[config.mk]
export PLATFORM = sky130hd
export DESIGN_NAME = instruction_buffer
export DESIGN_NICKNAME = d
export VERILOG_FILES = /design/src/rtl/instruction_buffer.sv
export SDC_FILE = /design/constraint.sdc
export NUM_CORES = 2
export LEC_CHECK = 0
export CAP_MARGIN = 20
export CORE_MARGIN = 5
export CORE_UTILIZATION = 35
export DETAILED_ROUTE_END_ITERATION = 7
export SLEW_MARGIN = 30
export SYNTH_ARGS = -nofsm -noshare
export SYNTH_HDL_FRONTEND = slang
export SYNTH_SLANG_ARGS = --single-unit
[constraint.sdc]
create_clock -name clock -period 8.65 [get_ports clock]
set_input_delay 0.865 -clock clock [delete_from_list [all_inputs] [get_ports clock]]
set_output_delay 0.865 -clock clock [all_outputs]
set_load 0.01 [all_outputs]
[src/rtl/instruction_buffer.sv]
// Circular instruction FIFO between Fetch and Dispatch; up to `N in and `N out per cycle.
// Optional same-cycle fetch-to-dispatch bypass is enabled by defining IB_BYPASS_EN.

`ifndef N
`define N 3
`endif
`ifndef NUM_SCALAR_BITS
`define NUM_SCALAR_BITS 2
`endif

package instruction_buffer_pkg;
    typedef struct packed {
        logic [31:0] inst;
        logic [31:0] pc;
    } ib_packet_t;
endpackage

module instruction_buffer
    import instruction_buffer_pkg::*;
#(
    parameter int unsigned IB_DEPTH = 16
) (
    input  logic                              clock,
    input  logic                              reset,
    input  ib_packet_t [`N-1:0]               fetch_packets,
    input  logic [`NUM_SCALAR_BITS-1:0]       num_fetched,
    output logic [`NUM_SCALAR_BITS-1:0]       ib_spots,
    output ib_packet_t [`N-1:0]               instruction_packets,
    output logic [`NUM_SCALAR_BITS-1:0]       instructions_valid,
    input  logic [`NUM_SCALAR_BITS-1:0]       num_dispatched,
    input  logic                              flush
);

    localparam int unsigned N     = `N;
    localparam int unsigned SW    = `NUM_SCALAR_BITS;
    localparam int unsigned IDX_W = $clog2(N);
    localparam int unsigned PTR_W = $clog2(IB_DEPTH);
    localparam int unsigned CNT_W = PTR_W + 1;

    logic [PTR_W-1:0] head_q, head_d;
    logic [PTR_W-1:0] tail_q, tail_d;
    logic [CNT_W-1:0] count_q, count_d;
    ib_packet_t       mem_q [IB_DEPTH];
    ib_packet_t       mem_d [IB_DEPTH];

    logic [CNT_W-1:0] free_c;
    logic [CNT_W-1:0] buf_shown_c;
    logic [CNT_W-1:0] spots_c;
    logic [CNT_W-1:0] enq_c;
    logic [CNT_W-1:0] out_valid_c;
    logic [CNT_W-1:0] deq_c;
    logic [CNT_W-1:0] deq_buf_c;
    logic [CNT_W-1:0] byp_used_c;

    function automatic logic [CNT_W-1:0] cmin(input logic [CNT_W-1:0] a,
                                              input logic [CNT_W-1:0] b);
        return (a < b) ? a : b;
    endfunction

    // Occupancy-derived handshake counts; free space ignores same-cycle pops.
    always_comb begin
        free_c      = CNT_W'(IB_DEPTH) - count_q;
        buf_shown_c = cmin(count_q, CNT_W'(N));
        spots_c     = cmin(free_c, CNT_W'(N));
        enq_c       = (reset || flush) ? '0 : cmin(CNT_W'(num_fetched), spots_c);
`ifdef IB_BYPASS_EN
        out_valid_c = cmin(count_q + enq_c, CNT_W'(N));
`else
        out_valid_c = buf_shown_c;
`endif
        deq_c       = cmin(CNT_W'(num_dispatched), out_valid_c);
        // Pops beyond the buffered entries are fetch entries dispatched straight through.
        deq_buf_c   = cmin(deq_c, buf_shown_c);
        byp_used_c  = deq_c - deq_buf_c;
    end

    // Pointer and occupancy update; flush empties the buffer.
    always_comb begin
        head_d  = head_q + PTR_W'(deq_buf_c);
        tail_d  = tail_q + PTR_W'(enq_c - byp_used_c);
        count_d = count_q + enq_c - deq_c;
        if (flush) begin
            head_d  = '0;
            tail_d  = '0;
            count_d = '0;
        end
    end

    // Write only the accepted fetch entries that were not bypassed to Dispatch.
    always_comb begin
        mem_d = mem_q;
        for (int unsigned i = 0; i < N; i++) begin
            if ((CNT_W'(i) >= byp_used_c) && (CNT_W'(i) < enq_c)) begin
                mem_d[tail_q + PTR_W'(i) - PTR_W'(byp_used_c)] = fetch_packets[IDX_W'(i)];
            end
        end
    end

    // Dispatch window: oldest buffered entries first, then bypassed fetch entries.
    always_comb begin
        instruction_packets = '0;
        for (int unsigned i = 0; i < N; i++) begin
            if (CNT_W'(i) < buf_shown_c) begin
                instruction_packets[IDX_W'(i)] = mem_q[head_q + PTR_W'(i)];
            end
`ifdef IB_BYPASS_EN
            else if (CNT_W'(i) < out_valid_c) begin
                instruction_packets[IDX_W'(i)] = fetch_packets[IDX_W'(CNT_W'(i) - buf_shown_c)];
            end
`endif
        end
        instructions_valid = SW'(out_valid_c);
        ib_spots           = SW'(spots_c);
    end

    always_ff @(posedge clock) begin
        if (reset) begin
            head_q  <= '0;
            tail_q  <= '0;
            count_q <= '0;
        end else begin
            head_q  <= head_d;
            tail_q  <= tail_d;
            count_q <= count_d;
        end
    end

    // Entry storage carries no reset; validity is tracked by count_q alone.
    always_ff @(posedge clock) begin
        mem_q <= mem_d;
    end

endmodule

# Word-level counts from Yosys, hierarchy flattened
# Cells that the tools add are included.
[totals]
rom_bits = 0
in_bits = 199
ff_bits = 1037
mem_count = 0
mem_bits_rw = 0
latchBits = 0
output_inout_bits = 196
word_cells = 116
[op_classes]
n_eq_ne = 0
n_bitwise = 6
muxes = 30
magnitude_cmp = 23
multipliers = 0
div = 0
n_reduce_logical = 8
n_addsub = 14
shifts = 0
[op_table]
columns = ["op", "n"]
rows = [
  ["1024-bit bitwise mux", 3],
  ["1024-bit 2-to-1 mux", 3],
  ["64-bit binary-select mux with 4-bit select", 3],
  ["64-bit demux with 4-bit select", 3],
  ["64-bit 2-to-1 mux", 12],
  ["5-bit greater-or-equal comparator (second input constant)", 6],
  ["5-bit 2-to-1 mux", 6],
  ["4-bit NOT with 5-bit output", 6],
  ["1-bit by 5-bit < comparator with 1-bit output (first input constant)", 4],
  ["4-bit subtractor", 4],
  ["5-bit by 1-bit < comparator with 1-bit output (second input constant)", 3],
  ["1-bit by 5-bit greater-or-equal comparator with 1-bit output (first input constant)", 2],
  ["2-bit by 5-bit < comparator with 1-bit output", 2],
  ["2-bit by 5-bit < comparator with 1-bit output (first input constant)", 2],
  ["5-bit by 2-bit < comparator with 1-bit output (second input constant)", 2],
  ["5-bit subtractor", 2],
  ["4-bit by 1-bit adder with 4-bit output (second input constant)", 2],
  ["4-bit by 2-bit adder with 4-bit output (second input constant)", 2],
  ["4-bit adder", 2],
  ["1-bit logical AND", 6],
  ["5-bit adder", 1],
  ["2-bit by 5-bit greater-or-equal comparator with 1-bit output (first input constant)", 1],
  ["5-bit < comparator", 1],
  ["5-bit subtractor (first input constant)", 1],
  ["other kinds (2)", 2],
]

# Logic depth before layout (Yosys ltp)
[depth]
ltp_word = 19
depth_mapped = 28
mapped_depth_nobuf = 24

# Least setup slack after synthesis
# No wires, ideal clock.
[synth_timing]
path_kind = "flip-flop to flip-flop"
startpoint = "reg count_q[2]"
endpoint = "reg mem_q[929] (netlist name)"
t_required_ns = 8.591
setup_slack_ns = 2.617
stages_incl_launch_ff = 27
setup_ns = 0.059
period_less_slack_ns = 6.033
t_arrival_ns = 5.974
n_path_buf = 5
cell_sequence = "dfxtp_1 > or3_1 > nor2_1 > clkbuf_1 > ha_1 > o21ai_0 > nand2b_1 > o21a_1 > ha_1 > a21oi_1 > mux2i_1 > ha_1 > fa_1 > inv_1 > ha_1 > inv_1 > ha_1 > ha_1 > buf_1 > or2_2 > or4_1 > buf_2 > a21boi_1 > buf_6 > buf_6 > nand2_1 > o221a_2"
[synth_rtl]
columns = ["element", "line_no", "rtl"]
rows = [
  ["from (decl)", "42", "logic [CNT_W-1:0] count_q, count_d;"],
  ["from (signal assigned)", "124", "count_q <= count_d;"],
  ["to (signal assigned)", "130", "mem_q <= mem_d;"],
  ["to (decl)", "43", "ib_packet_t mem_q [IB_DEPTH];"],
]

==> impl_results.md <==
* Port buffer count at between 300 and 400
* Synth Area in Simple Gates at 0.0438
* Setup Viol. Count Final at 0
* Die Y at 465 um
* Die width at 465 um
* Placed cell count at approximately 9.0k
* Clock Latency Late Sink at 0.78 ns
* YS warnings at 0
* Share of layout cells above drive strength 1 at 0.229
* Via count at 66.4k
* Layout net count at 6682
* Synthesized-area fraction occupied by adder cells at 0.00828
* Inserted Clock Buffers at around 120
* Maximum vdd drop at 0.514 mV
* Core Region at 0.207 mm2
* Largest delay share family, worst path: adder cells
* Fin cells at 9284
* Total gr overflow at 0
* Htree depth at 3
* Worst-path clk slew at 0.06 ns
* Pwr Total at about 0.026 W
* Cell mode on critical path: ha_1
* Starting DRT DRC Count at 9414
* Number of synthesized flops with an enable pin at 0
* Failing checks: design-rule violations
* Crit-path cells: or3_1 > nor2_4 > ha_1 > o21ai_0 > nand2b_1 > nand2_1 > o21a_1 > ha_1 > a21oi_1 > mux2i_1 > ha_1 > fa_1 > inv_1 > ha_1 > inv_1 > ha_1 > ha_1 > o21ai_1 > xor2_1 > nor2_2 > nand3_4 > buf_4 > o22ai_1 > a21oi_1
* RSZ-0062 raised after global routing: no
* CP Capture Type: register
* Pwr per Cell Area at 322 mW/mm2
* Final hold violations at 0
* Register bit count reported by yosys at 1037
* Synth Flop Type: dfxtp_1
* Ys async rst share at 0
* Post-DP HPWL at 194 mm
* Compound-gate portion of the synthesized area at 0.179
* Max_cap viols at 0
* Area growth syn-to-layout at 13.2%
* Slowest stage delay, CP at 0.63 ns
* I/O Pins at approximately 400
* CP required at around 9.3 ns
* DIE AREA at 0.217 mm2
* Worst-path fanout max at 43
* Worst Hold Class: register to register
* Final Max Slew Viols at 0
* CTS Sinks at 1037
* Synth Area per Inst at 10.7 um2
* RePlAce Congestion at between 0.9 and 1
* R2R Setup Slk at 1.27 ns
* Xor/xnor share of the synthesized area at 0.00303
* Final worst path period share at 0.853
* Largest family of logic cells by synthesized area: multiplexers
* Root Buffer: clkbuf_16
* Fin crit period at between 7 and 8 ns
* Hold_buf cts at 0
* Gr usage total at 0.291
* DR DRC count at 4
* Mux cell area share after synthesis at 0.420
* Synth unique cells at 67
* Area leader, netlist: dfxtp_1
* Total wire length at 332 mm
* Vias in the first global route at ~63k
* Mapped Area at 0.0726 mm2
* LEAKAGE at 34.2 nW
* Post-cts sizing count at 0
* Worst-Margin Slew at between 1 and 1.5 ns
* First-pass GRT wire length at 468 mm
* Max Clk Rate at 136 MHz
* Largest net degree at the start of global routing at 170
* Setup TNS at 0 ns
* WL/cell at 35.8 um
* Cell Rows at 167
* Dominant cells by area after synthesis: dfxtp_1 29%, mux4_2 28%, mux2i_1 14%
* Routed vias/inst at 7.15
* Sequential area share after synthesis at 0.286
* Critical path class: register to register
* Crit path buffers/inverters at 3
* Startpoint types: register
* Top-area cell type share of the netlist area at 0.286
* Outcome: finished with violations
* Antenna-violating nets left at 0
* Pre-antenna DRT Iters at 8
* Worst Skew at 0.0244 ns
* Crit-path slowest cell: fa_1
* CTS tree: built
* Clock Tree Buf Depth at 3
* Filler instances at 19.6k
* Relative slew slack at 0.226
* Cells after synthesis at 6772
* Setup bufs post-CTS at 0
* Initial antenna violation count at 66
* Critical path arrival at around 8 ns
* Initial Util at 0.351
==> layer usage <==
layer  GRT usage  vias up  share of wire
met2       0.435     5624           0.43
met1       0.359    33000           0.35
li1            -    26400              -
met5           0        -        0.00075
met4       0.200       38          0.081
met3      0.0919     1376           0.14
==> cell type report <==
| type | count | area [um2] | area share |
|---|---|---|---|
| clock inverter | 47 | 463 | 0.00564 |
| inverter | 29 | 109 | 0.00133 |
| tap | 2704 | 3380 | 0.0412 |
| multi-input combinational | 4694 | 48000 | 0.585 |
| clock buffer | 167 | 3460 | 0.0421 |
| timing repair buffer | 564 | 5790 | 0.0705 |
| sequential | 1037 | 20800 | 0.253 |
| antenna | 42 | 105 | 0.00128 |
==> power breakdown <==
part | internal, W | switching (W) | total, W
registers | 0.00630 | 0.00158 | 0.00788
logic | 0.00617 | 0.00711 | 0.0133
clock network | 0.00300 | 0.00227 | 0.00527
total | 0.0155 | 0.0110 | 0.0264
==> metrics by stage <==
stage,hold slack (ns),setup slack (ns),util,cell area (um2)
finish,0.509,1.27,0.397,82100
global route,0.525,0.926,0.397,82100
CTS,0.508,1.47,0.396,81900
detailed placement,0.498,1.23,0.377,77900
global placement,0.485,1.19,0.376,77800
floorplan,0.470,2.62,-,72600
==> cell usage after synthesis (3+ instances only) <==
master and n:
nor2_1 31, inv_1 27, nor4_1 4, nand2_2 3, buf_1 267, ha_1 32, dfxtp_1 1037, fa_1 9
o221a_1 47, or3_1 7, buf_4 71, xnor2_1 10, a211oi_1 129, o32ai_1 3, buf_2 74, mux4_2 896
o22ai_1 828, nand2_1 341, buf_6 7, a21o_1 8, nand2b_1 8, mux2i_1 1025, a31oi_1 63, nor3_1 7
o211ai_1 3, xor2_1 10, nor2b_1 195, o21ai_0 12, nand3_1 13, clkbuf_1 601, or4_1 4, a21oi_1 783
and2_1 18, o221a_2 144, o2111ai_1 4, nand4_1 7, or2_2 5
==> sequential cells by signal, summed over array words and instances (netlist names) <==
| signal | cells |
|---|---|
| count_q | 5 |
| head_q | 4 |
| tail_q | 4 |
| mem_q | 1024 |
==> layout by cell type, fill, tap and decap left out, drive strengths merged, types with 5 or more instances in the layout <==
master / instances
nor2: 32
mux2i: 1025
inv: 30
xor2: 10
a21oi: 784
or3: 7
fa: 9
nand3: 13
nand2: 344
a21o: 8
clkdlybuf4s50: 394
o221a: 191
or4: 5
and2: 18
o21ai: 15
dfxtp: 1037
conb: 10
bufinv: 8
ha: 32
xnor2: 10
clkinv: 33
a31oi: 63
o22ai: 828
buf: 170
nand2b: 8
or2: 7
nor2b: 195
diode: 42
nor3: 7
clkinvlp: 5
mux4: 896
clkbuf: 167
nand4: 7
a211oi: 130
==> kinds of logic after synthesis <==
family	after synthesis
buffers and inverters	1049
muxes	1922
DFF	1037
other	2
xor gates and xnor gates	22
AOI/OAI and AO/OA	2041
adders and majority gates	43
and+or+nand+nor	656
==> path summary, 6_finish.rpt <==
check | from | endpoint | cells after the start
worst max-delay path | count_q[2] | mem_q[1001] | 24
worst min-delay path | mem_q[227] | mem_q[227] | 2
worst max register to register | count_q[2] | mem_q[1001] | 24
worst min register to register | mem_q[227] | mem_q[227] | 2
==> worst reg2reg max path, delay by kind of cell, from the launching register on <==
family	cells	cell delay (ns)
fa+ha+maj	7	2.23
buf+inv	3	0.87
xor+xnor	1	0.21
flops	1	0.36
simple gates	6	2.07
compound gates	6	1.35
mux	1	0.15
No activity file was read; power rests on OpenSTA's default activity.
